===== config.mk =====
export PLATFORM = sky130hd
export DESIGN_NAME = lfsr_frame_feeder
export DESIGN_NICKNAME = d
export VERILOG_FILES = /design/src/rtl/lfsr_frame_feeder.sv
export SDC_FILE = /design/constraint.sdc
export NUM_CORES = 1
export LEC_CHECK = 0
export ABC_AREA = 1
export CAP_MARGIN = 5
export CORE_AREA = 2 2 100 102
export CTS_BUF_LIST = sky130_fd_sc_hd__clkbuf_8 sky130_fd_sc_hd__clkbuf_16
export DETAILED_ROUTE_END_ITERATION = 10
export DIE_AREA = 0 0 102 104
export DONT_BUFFER_PORTS = 1
export GPL_ROUTABILITY_DRIVEN = 0
export MAX_ROUTING_LAYER = met4
export PLACE_DENSITY_LB_ADDON = 0.2
export REMOVE_ABC_BUFFERS = 1
export SKIP_LAST_GASP = 1
export SLEW_MARGIN = 20
export SYNTH_ARGS = -nofsm -noshare
export SYNTH_HDL_FRONTEND = slang
export SYNTH_SLANG_ARGS = --single-unit

===== constraint.sdc =====
create_clock -name clk -period 2.4 [get_ports clk]
set_input_delay 0.24 -clock clk [delete_from_list [all_inputs] [get_ports clk]]
set_output_delay 0.24 -clock clk [all_outputs]
set_load 0.005 [all_outputs]

===== src/rtl/lfsr_frame_feeder.sv =====
// ---------------------------------------------------------------------------
// lfsr_frame_feeder
//
// Purpose: buffers framed bytes in a small FIFO and serializes them, one bit
// per clock, into a downstream serial LFSR. Each frame is followed by
// FLUSH_LEN appended zero bits. A frame that runs dry before its last byte
// is aborted (underrun) and its remaining bytes are discarded.
//
// Parameters:
//   DEPTH      FIFO depth in bytes (power of 2, >= 2)
//   FLUSH_LEN  zero bits appended after each frame (>= 1)
//
// Ports:
//   clk         single clock, rising edge
//   rst         synchronous active-high reset
//   s_data      frame byte
//   s_valid     s_data / s_last valid
//   s_last      byte is the last of its frame
//   s_ready     FIFO can accept a byte (low while rst is high)
//   lfsr_init   high holds the downstream LFSR at its seed
//   lfsr_sin    serial bit to the LFSR
//   bit_valid   lfsr_sin carries a payload bit
//   flush       lfsr_sin carries an appended zero bit
//   frame_done  one-cycle pulse on the last flush bit
//   underrun    one-cycle pulse when a frame is aborted
//
// Build option:
//   LFSR_FEEDER_LSB_FIRST_EN  when defined, bytes serialize LSB first;
//                             otherwise MSB first. Timing is identical.
// ---------------------------------------------------------------------------
module lfsr_frame_feeder #(
  parameter int DEPTH     = 4,
  parameter int FLUSH_LEN = 4
) (
  input  logic       clk,
  input  logic       rst,
  input  logic [7:0] s_data,
  input  logic       s_valid,
  input  logic       s_last,
  output logic       s_ready,
  output logic       lfsr_init,
  output logic       lfsr_sin,
  output logic       bit_valid,
  output logic       flush,
  output logic       frame_done,
  output logic       underrun
);

  localparam int AW = $clog2(DEPTH);
  localparam int FW = (FLUSH_LEN > 1) ? $clog2(FLUSH_LEN) : 1;

  localparam logic [AW:0]   PTR_ZERO  = {(AW+1){1'b0}};
  localparam logic [AW:0]   PTR_ONE   = (AW+1)'(1);
  localparam logic [AW:0]   FULL_FILL = (AW+1)'(DEPTH);
  localparam logic [FW-1:0] FCNT_ZERO = {FW{1'b0}};
  localparam logic [FW-1:0] FCNT_ONE  = FW'(1);
  localparam logic [FW-1:0] FCNT_END  = FW'(FLUSH_LEN - 1);

  typedef enum logic [1:0] {
    ST_IDLE  = 2'd0,
    ST_DATA  = 2'd1,
    ST_FLUSH = 2'd2,
    ST_DROP  = 2'd3
  } state_t;

  // Bit presented to the LFSR from the current shifter contents.
  function automatic logic serial_bit(input logic [7:0] b);
`ifdef LFSR_FEEDER_LSB_FIRST_EN
    serial_bit = b[0];
`else
    serial_bit = b[7];
`endif
  endfunction

  // Shifter contents after one bit has been sent.
  function automatic logic [7:0] shift_byte(input logic [7:0] b);
`ifdef LFSR_FEEDER_LSB_FIRST_EN
    shift_byte = {1'b0, b[7:1]};
`else
    shift_byte = {b[6:0], 1'b0};
`endif
  endfunction

  // FIFO storage: {last, data}; pointers carry one extra wrap bit.
  logic [8:0]    mem_r [DEPTH];
  logic [AW:0]   wr_ptr_r;
  logic [AW:0]   rd_ptr_r;
  logic [AW:0]   fill_s;
  logic          full_s;
  logic          empty_s;
  logic          push_s;
  logic          pop_s;
  logic          ready_s;
  logic [8:0]    head_s;

  // Serializer state.
  state_t        state_r;
  state_t        state_nx;
  logic [7:0]    shift_r;
  logic [7:0]    shift_nx;
  logic          last_r;
  logic          last_nx;
  logic [2:0]    bit_cnt_r;
  logic [2:0]    bit_cnt_nx;
  logic [FW-1:0] flush_cnt_r;
  logic [FW-1:0] flush_cnt_nx;

  assign fill_s  = wr_ptr_r - rd_ptr_r;
  assign full_s  = (fill_s == FULL_FILL);
  assign empty_s = (fill_s == PTR_ZERO);
  assign ready_s = ~full_s & ~rst;
  assign push_s  = s_valid & ready_s;
  assign head_s  = mem_r[rd_ptr_r[AW-1:0]];
  assign s_ready = ready_s;

  // FIFO data write on an accepted byte.
  always_ff @(posedge clk) begin
    if (push_s) begin
      mem_r[wr_ptr_r[AW-1:0]] <= {s_last, s_data};
    end
  end

  // FIFO pointers; a simultaneous push and pop moves both, leaving the fill unchanged.
  always_ff @(posedge clk) begin
    if (rst) begin
      wr_ptr_r <= PTR_ZERO;
      rd_ptr_r <= PTR_ZERO;
    end else begin
      if (push_s) begin
        wr_ptr_r <= wr_ptr_r + PTR_ONE;
      end
      if (pop_s) begin
        rd_ptr_r <= rd_ptr_r + PTR_ONE;
      end
    end
  end

  // Serializer state register.
  always_ff @(posedge clk) begin
    if (rst) begin
      state_r     <= ST_IDLE;
      shift_r     <= 8'h00;
      last_r      <= 1'b0;
      bit_cnt_r   <= 3'd0;
      flush_cnt_r <= FCNT_ZERO;
    end else begin
      state_r     <= state_nx;
      shift_r     <= shift_nx;
      last_r      <= last_nx;
      bit_cnt_r   <= bit_cnt_nx;
      flush_cnt_r <= flush_cnt_nx;
    end
  end

  // Next-state logic and FIFO pop decision (depends on registered state only).
  always_comb begin
    state_nx     = state_r;
    shift_nx     = shift_r;
    last_nx      = last_r;
    bit_cnt_nx   = bit_cnt_r;
    flush_cnt_nx = flush_cnt_r;
    pop_s        = 1'b0;
    case (state_r)
      ST_IDLE: begin
        if (!empty_s) begin
          pop_s      = 1'b1;
          shift_nx   = head_s[7:0];
          last_nx    = head_s[8];
          bit_cnt_nx = 3'd0;
          state_nx   = ST_DATA;
        end else begin
          state_nx   = ST_IDLE;
        end
      end
      ST_DATA: begin
        if (bit_cnt_r == 3'd7) begin
          if (last_r) begin
            flush_cnt_nx = FCNT_ZERO;
            state_nx     = ST_FLUSH;
          end else if (!empty_s) begin
            // Back-to-back byte: reload without a gap cycle.
            pop_s        = 1'b1;
            shift_nx     = head_s[7:0];
            last_nx      = head_s[8];
            bit_cnt_nx   = 3'd0;
            state_nx     = ST_DATA;
          end else begin
            state_nx     = ST_DROP;
          end
        end else begin
          shift_nx   = shift_byte(shift_r);
          bit_cnt_nx = bit_cnt_r + 3'd1;
        end
      end
      ST_FLUSH: begin
        if (flush_cnt_r == FCNT_END) begin
          state_nx     = ST_IDLE;
        end else begin
          flush_cnt_nx = flush_cnt_r + FCNT_ONE;
        end
      end
      ST_DROP: begin
        // Discard the rest of the aborted frame, up to and including its last byte.
        if (!empty_s) begin
          pop_s    = 1'b1;
          state_nx = head_s[8] ? ST_IDLE : ST_DROP;
        end else begin
          state_nx = ST_DROP;
        end
      end
      default: begin
        state_nx = ST_IDLE;
      end
    endcase
  end

  // Output decode from registered state; reset forces the idle pattern.
  always_comb begin
    lfsr_init  = 1'b1;
    lfsr_sin   = 1'b0;
    bit_valid  = 1'b0;
    flush      = 1'b0;
    frame_done = 1'b0;
    underrun   = 1'b0;
    if (rst) begin
      lfsr_init = 1'b1;
    end else begin
      case (state_r)
        ST_DATA: begin
          lfsr_init = 1'b0;
          bit_valid = 1'b1;
          lfsr_sin  = serial_bit(shift_r);
          underrun  = (bit_cnt_r == 3'd7) & ~last_r & empty_s;
        end
        ST_FLUSH: begin
          lfsr_init  = 1'b0;
          flush      = 1'b1;
          frame_done = (flush_cnt_r == FCNT_END);
        end
        ST_IDLE: begin
          lfsr_init = 1'b1;
        end
        ST_DROP: begin
          lfsr_init = 1'b1;
        end
        default: begin
          lfsr_init = 1'b1;
        end
      endcase
    end
  end

endmodule


==> summary.txt <==
STA
  • Tmin final: 1.98 ns
  • Hold slack: 0.0474 ns
  • Worst relative slew slack: around 65%
  • Worst Tran Pin Value: roughly 0.53 ns
  • Pins Over Slew Limit: 0
  • Max Freq: 0.504 GHz
  • Final worst setup slack: between 0.4 and 0.5 ns
  • Fin crit share: 82.6%
  • Hold Vio Cnt, Final: 0
  • Setup TNS: 0 ns
  • Worst Skew: 0.00976 ns
  • Final setup viols: 0
  • RSZ-0062 raised after global routing: no

Floorplan
  • Die footprint: 10600 sq um
  • FP Rows: 36
  • Initial Utilization: between 20% and 30%
  • Core area: 9550 sq um
  • Die X-Extent: 102 um
  • Die height: 104 um
  • Io pins: 19

Synthesis
  • Most numerous cell in the Yosys netlist: nand2_1
  • Syn Area/Cell: 9.07 sq um
  • Distinct cells, synth: 30
  • Ys Warns: 0
  • Dominant synthesized flop cell: edfxtp_1
  • Post-synth top area share: 38.3%
  • Most frequent cells after synthesis: nand2_1 (88), edfxtp_1 (36), inv_1 (27), nand3_1 (27)
  • Area of the mapped netlist: 2820 sq um
  • Cells after synthesis: ~310
  • Seq/Total Area, Yosys: 55.3%
  • #FFs+latches synth: 60
  • Post-synth ARST share: 0%
  • Cell taking the most area after synthesis: edfxtp_1
  • Area contributors post-synth: edfxtp_1 (38%), dfxtp_1 (17%), nand2_1 (12%), ha_1 (6.2%), nand3_1 (4.8%)
  • Number of synthesized flops with an enable pin: 36

Clocking
  • Reg clk slew, reported paths: around 0.070 ns
  • Post-CTS Setup Bufs: 0
  • # resized after CTS: 0
  • CTS Root Cell: clkbuf_8
  • Clk sinks: 60
  • H-tree depth: 3
  • CTS buffer count: 9
  • Hold buffers post-CTS: 10
  • CTS Buffer Depth: 2
  • Worst-skew pair later-pin latency: 0.34 ns
  • CTS tree: done

GRT
  • Initial antenna violation count: 0
  • GRT overflow: 0
  • Largest net degree at the start of global routing: 18
  • Global-route wire length before repair: 9.86 mm
  • GRT Total Usage: 12.6%
  • Vias in the first global route: 1948

Routing
  • Top Metal Used: met4
  • DR iter-0 viols: 100
  • Vias/cell: ~4.3
  • Antenna viol nets, final: 0
  • DR WL met3: 197 um
  • DRT Pass-1 Iters: 4
  • Post-Route M1 WL: 3.03 mm
  • Via count: 2030
  • Drc violations: 0
  • Wire per inst: between 10 and 15 um
  • DRT Wirelength: 5.99 mm
  • Met2 WL: 2.64 mm

Place
  • Pre-CTS WS: 0.462 ns
  • Final HPWL DP: 4.09 mm
  • Dpl cell area: 2990 sq um
  • Port buffer count: 0

Setup path
  • Crit path DAT: between 1.5 and 2 ns
  • Setup crit start kind: flip-flop
  • CP Data Required Time: 2.16 ns
  • Worst Path Max Fanout: 9
  • Critical Path Start: wr_ptr_r[1]
  • Worst Path Class, Setup: flip-flop to output pin
  • Critical Path End Type: output pin

Pwr
  • Max IR drop VDD: slightly below 400 uV
  • Leakage: approximately 0.0014 uW
  • PwrDens: 1210 nW/um^2
  • Power Total: 4040 uW

Layout
  • Fin area: 3330 sq um
  • N_diodes: 0
  • NumNets Final: ~360
  • Share of cells above drive strength 1: 11.3%
  • P&R area growth vs syn: 18.1%
  • Number of fill cells: 1006

Worst hold path
  • HP Start: s_valid
  • Min-delay worst type: input pin to flip-flop

Flow run
  • Max Cap Violations: 0

Status
  • Outcome: completed
report_power, final:
| part | total (uW) | switching (uW) | internal [uW] |
|---|---|---|---|
| clock network | 1100 | 412 | 686 |
| logic | 1550 | 1030 | 521 |
| registers | 1400 | 123 | 1280 |
cells in the final DEF (no fill, tap or decap), types with 4 or more instances in the layout:
master / Yosys / routed
nand2_1: 88 / 88
edfxtp_1: 36 / 36
inv_1: 27 / 27
nand3_1: 27 / 27
nor2_1: 24 / 24
dfxtp_1: 24 / 24
a21oi_1: 18 / 18
ha_1: 14 / 14
dlygate4sd3_1: 0 / 10
clkbuf_8: 0 / 9
o21ai_0: 7 / 7
buf_4: 2 / 6
o21ai_1: 5 / 5
nand2_2: 4 / 4
critical path, stage by stage (launching register included):
cell	delay [ns]
dfxtp_1	0.42
ha_1	0.29
nand2_1	0.08
nand2_1	0.05
nand2_2	0.10
nand3_4	0.15
nor3_1	0.32
area by class of cell:
cell class | count | area (sq um) | share of cell area [%]
clock buffers | 9 | 124 | 3.72
clock inverters | 7 | 115 | 3.45
inverters | 32 | 120 | 3.60
multi-input cells | 211 | 1100 | 33.0
flip-flops and latches | 60 | 1560 | 46.9
well taps | 133 | 166 | 4.99
repair buffers | 16 | 145 | 4.36
registers in the layout, indices dropped and copies added, names as in the netlist, named ones only:
signal,flops
state_r,2
shift_r,8
bit_cnt_r,3
mem_r,36
wr_ptr_r,3
last_r,1
flush_cnt_r,2
rd_ptr_r,3
stage by stage:
step                instances  utilization (%)
floorplan                 303                -
global placement          442             31.3
detailed placement        442             31.3
CTS                       468             34.9
global route              468             34.9
finish                    468             34.9
path summary, 6_finish.rpt:
path / to / cells after the start / slack, ns
worst min register to register: bit_cnt_r[0] / 1 / 0.47
worst max-delay path: underrun / 6 / 0.42
worst max register to register: last_r / 9 / 0.47
worst min-delay path: wr_ptr_r[1] / 2 / 0.05
layer usage:
layer  up-vias  track usage [%]
met1       926             16.5
met4         0             5.43
met2        27             18.4
met5         -                -
li1       1069                -
met3         8             2.89
cell families after synthesis:
logic type	synth area share (%)
simple gates	25.4
flops	55.3
buf+inv	5.68
compound gates	6.79
fa+ha+maj	6.21
xor+xnor	0.621
Power figures use the tool's default switching activity.
